### src/rtl/ped_request.sv
// ped_request -- pedestrian-side request unit.
//
// Synchronises and debounces a raw push-button, latches a crossing request
// and holds `button` high until the traffic controller answers with
// `green_p`. After each crossing a fixed cooldown is enforced; a press
// during cooldown is remembered (shown on the WAIT lamp) and re-issued as
// a request once the cooldown ends. Served crossings are counted with a
// saturating counter.
//
// Ports:
//   clk          in   system clock, rising edge
//   rst          in   synchronous active-high reset
//   btn_raw      in   asynchronous, bouncy push-button
//   green_p      in   pedestrian green from the traffic controller
//   button       out  registered request level to the controller
//   wait_lamp    out  registered WAIT indicator (request outstanding)
//   served_count out  completed crossings, saturating at all-ones
module ped_request #(
    parameter int SYNC_STAGES     = 2,
    parameter int DEBOUNCE_CYCLES = 4,
    parameter int COOLDOWN_CYCLES = 8,
    parameter int CNT_W           = 8
) (
    input  logic             clk,
    input  logic             rst,
    input  logic             btn_raw,
    input  logic             green_p,
    output logic             button,
    output logic             wait_lamp,
    output logic [CNT_W-1:0] served_count
);

    localparam int DB_W = $clog2(DEBOUNCE_CYCLES + 1);
    localparam int CD_W = $clog2(COOLDOWN_CYCLES + 1);
    localparam logic [DB_W-1:0] DB_LAST = DB_W'(DEBOUNCE_CYCLES - 1);
    localparam logic [CD_W-1:0] CD_LOAD = CD_W'(COOLDOWN_CYCLES - 1);

    typedef enum logic [1:0] {
        IDLE     = 2'd0,
        REQUEST  = 2'd1,
        SERVING  = 2'd2,
        COOLDOWN = 2'd3
    } state_t;

    function automatic logic [CNT_W-1:0] sat_inc(input logic [CNT_W-1:0] v);
        return (&v) ? v : v + 1'b1;
    endfunction

    logic [SYNC_STAGES-1:0] sync_p0;
    logic                   btn_sync;
    logic [DB_W-1:0]        db_cnt_p1;
    logic                   btn_clean_p1;
    logic                   btn_clean_p2;
    logic                   press;

    state_t                 state, state_n;
    logic [CD_W-1:0]        cd_cnt, cd_n;
    logic                   pending, pending_n;
    logic [CNT_W-1:0]       served_n;
    logic                   button_n, wait_n;

    // Stage p0: synchroniser chain for the asynchronous button
    always_ff @(posedge clk) begin
        if (rst) begin
            sync_p0 <= '0;
        end else begin
            sync_p0 <= {sync_p0[SYNC_STAGES-2:0], btn_raw};
        end
    end

    assign btn_sync = sync_p0[SYNC_STAGES-1];

    // Stage p1: debounce -- the clean level follows only after
    // DEBOUNCE_CYCLES consecutive cycles of disagreement.
    // Stage p2: delayed clean level for rising-edge detection.
    always_ff @(posedge clk) begin
        if (rst) begin
            db_cnt_p1    <= '0;
            btn_clean_p1 <= 1'b0;
            btn_clean_p2 <= 1'b0;
        end else begin
            btn_clean_p2 <= btn_clean_p1;
            if (btn_sync == btn_clean_p1) begin
                db_cnt_p1 <= '0;
            end else if (db_cnt_p1 == DB_LAST) begin
                btn_clean_p1 <= btn_sync;
                db_cnt_p1    <= '0;
            end else begin
                db_cnt_p1 <= db_cnt_p1 + 1'b1;
            end
        end
    end

    // Releases produce no event; only the 0->1 clean transition counts.
    assign press = btn_clean_p1 & ~btn_clean_p2;

    // Request FSM state and registered outputs
    always_ff @(posedge clk) begin
        if (rst) begin
            state        <= IDLE;
            cd_cnt       <= '0;
            pending      <= 1'b0;
            served_count <= '0;
            button       <= 1'b0;
            wait_lamp    <= 1'b0;
        end else begin
            state        <= state_n;
            cd_cnt       <= cd_n;
            pending      <= pending_n;
            served_count <= served_n;
            button       <= button_n;
            wait_lamp    <= wait_n;
        end
    end

    always_comb begin
        state_n   = state;
        cd_n      = cd_cnt;
        pending_n = pending;
        served_n  = served_count;
        unique case (state)
            IDLE: begin
                if (press) state_n = REQUEST;
            end
            REQUEST: begin
                // Further presses are ignored here; nothing is queued.
                if (green_p) state_n = SERVING;
            end
            SERVING: begin
                if (!green_p) begin
                    state_n  = COOLDOWN;
                    cd_n     = CD_LOAD;
                    served_n = sat_inc(served_count);
                end
            end
            COOLDOWN: begin
                if (press) pending_n = 1'b1;
                // A press arriving on the last cooldown cycle is honoured
                // because pending_n already includes it.
                if (cd_cnt == '0) begin
                    state_n   = pending_n ? REQUEST : IDLE;
                    pending_n = 1'b0;
                end else begin
                    cd_n = cd_cnt - 1'b1;
                end
            end
            default: begin
                state_n = IDLE;
            end
        endcase
        // Outputs are computed from the next state so they are registered
        // and change on the same edge as the state.
        button_n = (state_n == REQUEST);
        wait_n   = (state_n == REQUEST) || ((state_n == COOLDOWN) && pending_n);
    end

endmodule
### config.mk
export PLATFORM = sky130hd
export DESIGN_NAME = ped_request
export DESIGN_NICKNAME = d
export VERILOG_FILES = /design/src/rtl/ped_request.sv
export SDC_FILE = /design/constraint.sdc
export NUM_CORES = 1
export LEC_CHECK = 0
export ABC_AREA = 1
export BUFFER_PORTS_ARGS = -buffer_cell sky130_fd_sc_hd__buf_2
export CAP_MARGIN = 20
export CORE_MARGIN = 2
export CORE_UTILIZATION = 45
export CTS_CLUSTER_SIZE = 24
export DETAILED_ROUTE_END_ITERATION = 8
export PLACE_DENSITY = 0.61
export SETUP_SLACK_MARGIN = 0.05
export SLEW_MARGIN = 15
export SYNTH_ARGS = -nofsm -noshare
export SYNTH_HDL_FRONTEND = slang
export SYNTH_SLANG_ARGS = --single-unit
### constraint.sdc
create_clock -name clk -period 1.4 [get_ports clk]
set_clock_uncertainty 0.1 [all_clocks]
set_input_delay 0.28 -clock clk [delete_from_list [all_inputs] [get_ports clk]]
set_output_delay 0.28 -clock clk [all_outputs]
set_load 0.02 [all_outputs]
# [After elaboration in Yosys (flattened, before gate mapping)]
# Cells that the tools add are included.
[totals] ff_bits=24 in_bits=4 output_inout_bits=10 elab_cells=50
[op_classes] addsub=3 n_eq_ne=9 mux=13 n_bitwise=5 reduce_logical=10
[ops] op="$add A8 B1 Y8 const B" count=1
[ops] op="$mux W2" count=4
[ops] op="$mux W4" count=2
[ops] op="$pmux W2 S4" count=1
[ops] op="$pmux W4 S2" count=1
[ops] op="$reduce_and A8 Y1" count=1
[ops] op="$eq A2 B2 Y1 const B" count=3
[ops] op="$reduce_and A3 Y1" count=2
[ops] op="$mux W1" count=5
[ops] op="$eq A2 B1 Y1 const B" count=2
[ops] op="$logic_not A4 Y1" count=1
[ops] op="$ne A2 B2 Y1 const B" count=2
[ops] op="$not A1 Y1" count=4
[ops] op="$sub A4 B1 Y4 const B" count=1
[ops] op="$add A3 B1 Y3 const B" count=1
[ops] op="$eq A3 B2 Y1 const B" count=1
[ops] op="$reduce_or A3 Y1" count=1
[ops] op="$logic_not A2 Y1" count=1
[ops] op="$reduce_and A2 Y1" count=1
[ops] op="$reduce_bool A2 Y1" count=1
[ops] op="$and A1 B1 Y1" count=1
[ops] op="$eq A1 B1 Y1" count=1
[ops] op="$logic_and A1 B1 Y1" count=1
[ops] op="$logic_or A1 B1 Y1" count=1

# [Longest topological paths before layout]
# Gate-level depths: netlist of the first run.
[logic_depth] depth_word=10 mapped_depth=8 ltp_nobuf=8

# [Least setup slack after synthesis of the first run]
# Ideal clock, no wire load.
[synth_timing] kind="register to register" startpoint="reg served_count[0]" endpoint="reg served_count[7]" setup_ns=0.113 t_arrival_ns=1.246 required_ns=1.187 slack_ns=-0.059 stages_incl_launch_ff=9 n_path_buf=0 period_less_slack_ns=1.459 cell_sequence="dfxtp_1 ha_1 inv_1 nor2_8 nand2_4 nand2_4 nor2_1 nor2_1 nor2_1"
[synth_between] elab_chain_len=3 word_cells_on_any_way=4 classes_between="add/sub (1); bitwise (1); reduce/logical (2)"
[synth_lines] element="start: declaration" line_no="30" source="output logic [CNT_W-1:0] served_count"
[synth_lines] element="start signal: assignment" line_no="110" source="served_count <= served_n;"
[synth_lines] element="parallel branches: the longest is 3 deep, another holds $add A8 B1 Y8"
# Parallel ways; which one is timed is not known.
# A chain may end at the register's enable or synchronous reset.

# [Worst setup path after layout of the first run]
[layout_timing] startpoint="reg served_count[4]" endpoint="out served_count[4]"
# No word-level cell between the ends.

==> results of run 1 <==
[timing repair]
| item | in CTS | in global routing |
|---|---|---|
| endpoints found under the setup margin | 9 | 19 |
| buffers inserted | 1 | 0 |
| pin swaps | 0 | 3 |
| resized for setup | 4 | 13 |
| gates cloned | 0 | 1 |
[path summary, 6_finish.rpt]
path	startpoint	end	slack (ns)	cells after the start
max	served_count[4]$_SDFFE_PP0P_	served_count[4]	0.09	2
min	btn_raw	sync_p0[0]$_SDFF_PP0_	0.06	3
max reg2reg	cd_cnt[0]$_SDFFE_PP0P_	cd_cnt[2]$_SDFFE_PP0P_	0.10	6
min reg2reg	sync_p0[0]$_SDFF_PP0_	sync_p0[1]$_SDFF_PP0_	0.32	2
[synthesized netlist by cell type, drive strengths merged]
cell type,instances,area share
nand3,9,0.043
nor2,30,0.12
nand2,34,0.13
or2,1,0.0054
o22ai,1,0.0054
buf,1,0.0043
nand4,4,0.022
o211ai,1,0.0065
o21bai,1,0.0065
nand3b,1,0.0065
clkinv,1,0.0033
ha,4,0.043
nor3,2,0.0087
inv,31,0.10
dfxtp,24,0.42
a21oi,10,0.047
xor2,1,0.0076
o21ai,4,0.017
[state kept, by name, summed over array words and instances (netlist names)]
register	flops
button	1
wait_lamp	1
cd_cnt	4
btn_clean_p2	1
sync_p0	2
pending	1
btn_clean_p1	1
state	2
db_cnt_p1	3
served_count	8
[through the flow]
step | std cells | power (uW) | area (um2)
after detailed placement | 206 | 733 | 1280
after CTS | 211 | 1230 | 1350
after global placement | 206 | 732 | 1280
final | 212 | 1220 | 1400
after floorplan | 160 | 720 | 1160
after global routing | 212 | 1260 | 1400
[power breakdown]
| part | total [uW] | leakage (uW) | switching, uW | internal [uW] |
|---|---|---|---|---|
| registers | 686 | 0.000198 | 1.56 | 684 |
| clock network | 501 | 0.0000279 | 212 | 289 |
| logic | 32.1 | 0.000469 | 19.6 | 12.5 |
[per-layer routing]
| layer | up-vias | wire length (um) |
|---|---|---|
| met1 | 439 | 963 |
| met2 | 15 | 949 |
| met3 | 2 | 82 |
| met4 | 0 | 13 |
| met5 | - | 0 |
| li1 | 538 | - |
[area by class of cell]
type	count	area, um2
fill	235	1060
clock inverter	1	30.0
sequential	24	492
clock buffer	3	22.5
inverter	32	123
multi-input combinational	104	577
timing repair buffer	18	115
tap	30	37.5
[logic make-up after synthesis]
logic type	Yosys count	synth area share
and+or+nand+nor	81	0.339
AOI/OAI and AO/OA	17	0.0825
buffers and inverters	33	0.111
adders and majority gates	4	0.0434
DFF	24	0.417
xor gates and xnor gates	1	0.00760
[worst max-delay path: cells and delay by family, from the launching register on]
kind,cells,cell delay [ns]
flip-flops,1,0.35
buffers and inverters,2,0.26
[layout by cell type (no fill, tap or decap), types with 2 or more instances in the layout]
| cell type | instances |
|---|---|
| inv_1 | 24 |
| nor2_1 | 26 |
| nand3_1 | 8 |
| inv_2 | 6 |
| clkbuf_4 | 3 |
| buf_4 | 5 |
| nand2_1 | 28 |
| buf_6 | 2 |
| nand2_4 | 3 |
| a21oi_2 | 2 |
| o21ai_1 | 3 |
| nor2_2 | 2 |
| a21oi_1 | 8 |
| dfxtp_2 | 6 |
| buf_2 | 11 |
| nor3_1 | 2 |
| ha_1 | 2 |
| nand2_2 | 4 |
| dfxtp_1 | 17 |
| nand4_1 | 4 |
==> impl_metrics.tcl, run 1 <==
set metrics [dict create \
    status "finished, final reports clean" \
    ys_seq_area_frac 0.417 \
    die_w_um 54.6 \
    slew_headroom 0.818 \
    grt-ovfl-total 0 \
    cts_hold_buf 0 \
    syn_avg_cell_area_um2 7.20 \
    arrival_ns 0.93 \
    drtIter0Drc 10 \
    powerDensity_mw_per_mm2 873 \
    ir_worst_vdd_v 0.000829 \
    cts-root-buf "clkbuf_4" \
    busiest_layer "met2" \
    start_util 0.469 \
    numCtsBuffers 3 \
    vias 994 \
    crit_chain "buf_4 > buf_6" \
    drc_errors 0 \
    critical_path_peak_fanout 4 \
    insertion_delay_ns 0.32 \
    clock_path_buffers 2 \
    syn_inst 160 \
    ys_ff_latch 24 \
    coreArea_mm2 0.00245 \
    slew_violations 0 \
    rsz0062_at_grt "yes" \
    syn_to_final_growth_pct 21.2 \
    critPathMaxStageDelay_ns 0.35 \
    groute.layer.met3.usage 0.0574 \
    min_path_type "in -> reg" \
    utilization 0.569 \
    port_buffers 13 \
    nNetsFinal 191 \
    ys_types 28 \
    cts_sinks 24 \
    critPathCaptureType "primary output" \
    wl_per_cell_um 9.48 \
    fin_setup_tns_ns 0 \
    fin_ws_ns 0.0900 \
    firstDrtPassIters 4 \
    drive_gt1_frac 0.291 \
    path_class "reg -> out" \
    grt_start_max_net_pins 15 \
    crit_path_start_kind "flip-flop" \
    placementRows 18 \
    postRouteAntennaNets 0 \
    timing.final.setup_violations 0 \
    met1_usage 0.184 \
    via_per_inst 4.69 \
    maxCapViolCount 0 \
    tightestPinTransition_ns 0.272 \
    grt_use_total 0.155 \
    slowest_stage "dfxtp_2" \
    required_ns 1.02 \
    die_area_mm2 0.00298 \
    hold_viol 0 \
    grt_pass1_wl_um 3330 \
    tritoncts "yes" \
    hpwl_um 1520 \
    yosys_warnings 0 \
    n_antenna_cell 0 \
    fin_hold_ws_ns 0.0590 \
    dp_slack_ns 0.0313 \
    grt_pass1_vias 839 \
    fmax_ghz 0.763 \
    die_h_um 54.6 \
    gr-usage-met2 0.266 \
    finalCritPeriodShare 0.936 \
    wirelength_um 2010 \
    clk_pin_slew_ns 0.14 \
    synth_area_mm2 0.00115 \
    min_period_ns 1.31 \
    synth_nets 168 \
    cts_max_level 1 \
    antenna_found_initial 0 \
    power.leakage_uw 0.000695 \
    io_pins 14 \
    gp_congestion 0.723 \
]
Power figures use the tool's default switching activity.
==> run 2: changes to the inputs <==
--- a/config.mk
+++ b/config.mk
@@ -9,12 +9,13 @@
 export BUFFER_PORTS_ARGS = -buffer_cell sky130_fd_sc_hd__buf_2
 export CAP_MARGIN = 20
 export CORE_MARGIN = 2
-export CORE_UTILIZATION = 45
+export CORE_UTILIZATION = 50
 export CTS_CLUSTER_SIZE = 24
 export DETAILED_ROUTE_END_ITERATION = 8
-export PLACE_DENSITY = 0.61
+export PLACE_DENSITY = 0.67
 export SETUP_SLACK_MARGIN = 0.05
 export SLEW_MARGIN = 15
 export SYNTH_ARGS = -nofsm -noshare
 export SYNTH_HDL_FRONTEND = slang
 export SYNTH_SLANG_ARGS = --single-unit
+export TNS_END_PERCENT = 5
==> impl_metrics.tcl, run 2 (synthesized netlist as in run 1, its figures left out) <==
set metrics [dict create \
    fin_hold_ws_ns 0.0567 \
    cts_max_level 1 \
    crit_path_start_kind "flip-flop" \
    tritoncts "yes" \
    power.leakage_uw 0.000681 \
    slowest_stage "dfxtp_2" \
    slew_headroom 0.827 \
    vias 1021 \
    clk_pin_slew_ns 0.13 \
    io_pins 14 \
    utilization 0.620 \
    die_w_um 52.0 \
    arrival_ns 0.93 \
    critPathMaxStageDelay_ns 0.35 \
    clock_path_buffers 2 \
    port_buffers 13 \
    placement.cell_area_mm2 0.00127 \
    largest_register_ffs 8 \
    grt_use_total 0.178 \
    fin_setup_tns_ns 0 \
    rsz0062_at_grt "yes" \
    via_per_inst 4.89 \
    cts_sinks 24 \
    timing.final.setup_violations 0 \
    critical_path_peak_fanout 4 \
    grt-ovfl-total 0 \
    grt_pass1_vias 892 \
    finalCritPeriodShare 0.937 \
    insertion_delay_ns 0.31 \
    final_common_cell "nand2_1" \
    min_period_ns 1.31 \
    syn_to_final_growth_pct 17.8 \
    placementRows 17 \
    grt_pass1_wl_um 3610 \
    powerDensity_mw_per_mm2 797 \
    nFillCells 209 \
    grt_start_max_net_pins 14 \
    die_area_mm2 0.00270 \
    critPathCaptureType "primary output" \
    cts_hold_buf 0 \
    firstDrtPassIters 4 \
    hpwl_um 1630 \
    numCtsBuffers 3 \
    n_antenna_cell 0 \
    drtIter0Drc 15 \
    required_ns 1.02 \
    multi_input_area_um2 574 \
    regMostFlops "served_count" \
    status "finished, final reports clean" \
    min_path_type "in -> reg" \
    reg2reg_to "served_count[7]$_SDFFE_PP0P_" \
    crit_chain "buf_4 > buf_6" \
    r2r_cells 8 \
    antenna_found_initial 0 \
    nNetsFinal 190 \
    holdPathStages 3 \
    final_cell_mix "nand2_1 (29), nor2_1 (26), inv_1 (24)" \
    fmax_ghz 0.762 \
    finalInstanceArea_mm2 0.00136 \
    tightestPinTransition_ns 0.258 \
    maxCapViolCount 0 \
    worstHoldStart "btn_raw" \
    ir_worst_vdd_v 0.000601 \
    drive_gt1_frac 0.265 \
    worstHoldEndpoint "sync_p0[0]$_SDFF_PP0_" \
    regToRegSetupSlack_ns 0.11 \
    postRouteAntennaNets 0 \
    die_h_um 52.0 \
    wirelength_um 2250 \
    seq_area_um2 488 \
    drc_errors 0 \
    reg.largest.list "served_count x8, cd_cnt x4, db_cnt_p1 x3" \
    slew_violations 0 \
    coreArea_mm2 0.00219 \
    path_class "reg -> out" \
    start_util 0.526 \
    gp_congestion 0.894 \
    cts-root-buf "clkbuf_4" \
    wl_per_cell_um 10.8 \
    hold_viol 0 \
    rr_startpoint "served_count[1]$_SDFFE_PP0P_" \
]
[run 2: per-stage QoR]
step	instances	power, uW	setup WS, ns
after floorplan	160	720	0.0587
after global placement	203	733	0.0541
after detailed placement	203	733	0.0298
after CTS	208	1090	0.0491
after global routing	209	1120	0.0235
final	209	1080	0.0881
[run 2: repair_timing]
action,4_1_cts,5_1_grt
setup endpoints to repair,7,18
setup buffers,1,0
gates resized for setup,2,9
gates cloned,0,1
pin swaps,0,4
[run 2: worst max-delay path by stage]
stage	start	endpoint	cells past startpoint
after floorplan	served_count[1]$_SDFFE_PP0P_	served_count[7]$_SDFFE_PP0P_	8
after global placement	served_count[0]$_SDFFE_PP0P_	served_count[5]$_SDFFE_PP0P_	8
after detailed placement	served_count[0]$_SDFFE_PP0P_	served_count[4]$_SDFFE_PP0P_	8
after CTS	served_count[0]$_SDFFE_PP0P_	served_count[4]$_SDFFE_PP0P_	8
after global routing	served_count[4]$_SDFFE_PP0P_	served_count[5]$_SDFFE_PP0P_	7
final	served_count[2]$_SDFFE_PP0P_	served_count[2]	2
[run 2: report_power, final]
| group | internal [uW] | leakage [uW] | switching [uW] |
|---|---|---|---|
| Combinational | 12.5 | 0.000464 | 19.5 |
| Clock | 159 | 0.0000210 | 204 |
| Sequential | 685 | 0.000196 | 2.17 |
| Total | 856 | 0.000681 | 226 |
[run 2: layout make-up]
cell class                 count  share of cell area
clock buffer                   4              0.0267
timing repair buffer          17              0.0747
tap                           28              0.0258
multi-input combinational    104               0.423
inverter                      32              0.0903
sequential                    24               0.359
[run 2: worst max-delay path: cells and delay by family (launching register included)]
| kind | cells | cell delay (ns) |
|---|---|---|
| flops | 1 | 0.35 |
| buf+inv | 2 | 0.28 |
[run 2: routing by layer]
layer / GRT usage / wire [um] / vias to the layer above / part of all wire
li1: - / - / 537 / -
met1: 0.216 / 1060 / 459 / 0.47
met2: 0.308 / 1090 / 23 / 0.48
met3: 0.0345 / 79 / 2 / 0.035
met4: 0.0658 / 17 / 0 / 0.0075
met5: 0 / 0 / - / 0
==> run 3: changes to the inputs <==
--- a/config.mk
+++ b/config.mk
@@ -9,10 +9,10 @@
 export BUFFER_PORTS_ARGS = -buffer_cell sky130_fd_sc_hd__buf_2
 export CAP_MARGIN = 20
 export CORE_MARGIN = 2
-export CORE_UTILIZATION = 50
+export CORE_UTILIZATION = 55
 export CTS_CLUSTER_SIZE = 24
 export DETAILED_ROUTE_END_ITERATION = 8
-export PLACE_DENSITY = 0.67
+export PLACE_DENSITY = 0.86
 export SETUP_SLACK_MARGIN = 0.05
 export SLEW_MARGIN = 15
 export SYNTH_ARGS = -nofsm -noshare
==> impl_metrics.tcl, run 3 (synthesized netlist as in run 1, its figures left out) <==
set metrics [dict create \
    critPathMaxStageDelay_ns 0.37 \
    crit_chain "inv_1 > ha_4 > or2_2 > nand3_1 > nand2_1 > a21oi_2" \
    slowest_stage "dfxtp_2" \
    drc_errors 0 \
    grt-ovfl-total 0 \
    placement.cell_area_mm2 0.00128 \
    largest_register_ffs 8 \
    antenna_found_initial 0 \
    cts-root-buf "clkbuf_4" \
    rr_startpoint "cd_cnt[0]$_SDFFE_PP0P_" \
    r2r_cells 6 \
    status "finished, final reports clean" \
    grt_start_max_net_pins 15 \
    timing.final.setup_violations 0 \
    required_ns 1.56 \
    reg2reg_to "cd_cnt[2]$_SDFFE_PP0P_" \
    port_buffers 13 \
    gp_congestion 0.816 \
    tightestPinTransition_ns 0.308 \
    fmax_ghz 0.757 \
    via_per_inst 5.05 \
    grt_pass1_vias 978 \
    io_pins 14 \
    firstDrtPassIters 4 \
    numCtsBuffers 3 \
    cts_sinks 24 \
    final_cell_mix "nand2_1 (28), nor2_1 (26), inv_1 (24)" \
    syn_to_final_growth_pct 22.8 \
    grt_pass1_wl_um 3750 \
    regMostFlops "served_count" \
    place_inst 203 \
    die_area_mm2 0.00248 \
    postRouteAntennaNets 0 \
    die_h_um 49.8 \
    placementRows 16 \
    wl_per_cell_um 11.2 \
    crit_path_start_kind "flip-flop" \
    crit_cells 6 \
    powerDensity_mw_per_mm2 805 \
    power.leakage_uw 0.000695 \
    finalInstanceArea_mm2 0.00142 \
    final_cells 208 \
    cts_max_level 1 \
    reg.largest.list "served_count x8, cd_cnt x4, db_cnt_p1 x3" \
    worstHoldEndpoint "sync_p0[0]$_SDFF_PP0_" \
    critical_path_peak_fanout 3 \
    ir_worst_vdd_v 0.000620 \
    maxCapViolCount 0 \
    min_period_ns 1.32 \
    arrival_ns 1.48 \
    rsz0062_at_grt "yes" \
    min_path_type "in -> reg" \
    path_class "reg -> reg" \
    drtIter0Drc 13 \
    slew_headroom 0.793 \
    coreArea_mm2 0.00196 \
    clock_path_buffers 2 \
    hpwl_um 1650 \
    clk_pin_slew_ns 0.13 \
    hold_viol 0 \
    nNetsFinal 190 \
    slew_violations 0 \
    worstHoldStart "btn_raw" \
    vias 1051 \
    tritoncts "yes" \
    n_antenna_cell 0 \
    path_buf_inv 1 \
    wirelength_um 2320 \
    grt_use_total 0.193 \
    start_util 0.587 \
    drive_gt1_frac 0.293 \
    insertion_delay_ns 0.31 \
    final_common_cell "nand2_1" \
    holdPathStages 3 \
    regToRegSetupSlack_ns 0.08 \
    critPathCaptureType "flip-flop" \
    cp_top_family "simple AND/OR/NAND/NOR gates" \
    finalCritPeriodShare 0.943 \
    die_w_um 49.8 \
]
[run 3: cell types whose count changed in the layout (fill, tap and decap cells not counted), sizes merged]
cell,delta
nand2,-1
buf,+1
[run 3: routing by layer]
layer / routed length, um / vias up / track usage
met4: 24 / 0 / 0.0556
met3: 47 / 4 / 0.0364
li1: - / 538 / -
met5: 0 / - / 0
met1: 962 / 495 / 0.221
met2: 1290 / 14 / 0.360
[run 3: worst max path at each step]
stage / start / endpoint / slack [ns]
6_report: cd_cnt[0]$_SDFFE_PP0P_ / cd_cnt[2]$_SDFFE_PP0P_ / 0.08
5_1_grt: served_count[0]$_SDFFE_PP0P_ / served_count[7]$_SDFFE_PP0P_ / -0.002
4_1_cts: cd_cnt[0]$_SDFFE_PP0P_ / wait_lamp$_SDFF_PP0_ / 0.009
3_5_place_dp: cd_cnt[0]$_SDFFE_PP0P_ / cd_cnt[3]$_SDFFE_PP0P_ / 0.006
3_3_place_gp: served_count[0]$_SDFFE_PP0P_ / served_count[3]$_SDFFE_PP0P_ / 0.08
2_1_floorplan: served_count[1]$_SDFFE_PP0P_ / served_count[7]$_SDFFE_PP0P_ / 0.06
[run 3: power by group]
part / internal [uW] / switching (uW)
combinational: 12.6 / 19.6
clock: 218 / 206
sequential: 682 / 1.63
[run 3: through the flow]
stage | power (uW) | hold slack (ns) | setup TNS [ns] | worst slack [ns] | util
2_1_floorplan | 720 | 0.287 | 0 | 0.0587 | -
3_3_place_gp | 732 | 0.309 | 0 | 0.0836 | 0.653
3_5_place_dp | 733 | 0.308 | 0 | 0.00628 | 0.653
4_1_cts | 1150 | 0.0565 | 0 | 0.00949 | 0.679
5_1_grt | 1180 | 0.0569 | -0.00166 | -0.00166 | 0.721
6_report | 1140 | 0.0600 | 0 | 0.0797 | 0.721
[run 3: worst min-delay path, delay by kind of cell]
| family | cells | cell delay, ns |
|---|---|---|
| buffers and inverters | 2 | 0.14 |
| AND/OR/NAND/NOR | 1 | 0.03 |
[run 3: final cells by class]
class                   instances  area [um2]
repair buffers                 18         109
well taps                      27        33.8
fillers                       178         547
multi-input cells             103         608
inverters                      32         123
clock buffers                   4        47.5
flip-flops and latches         24         494
[run 3: repair_timing]
| action | in CTS | in global routing |
|---|---|---|
| setup buffers | 0 | 1 |
| gates resized for setup | 3 | 19 |
| pin swaps | 0 | 7 |
| setup endpoints to repair | 12 | 19 |
| hold buffers | 0 | 0 |
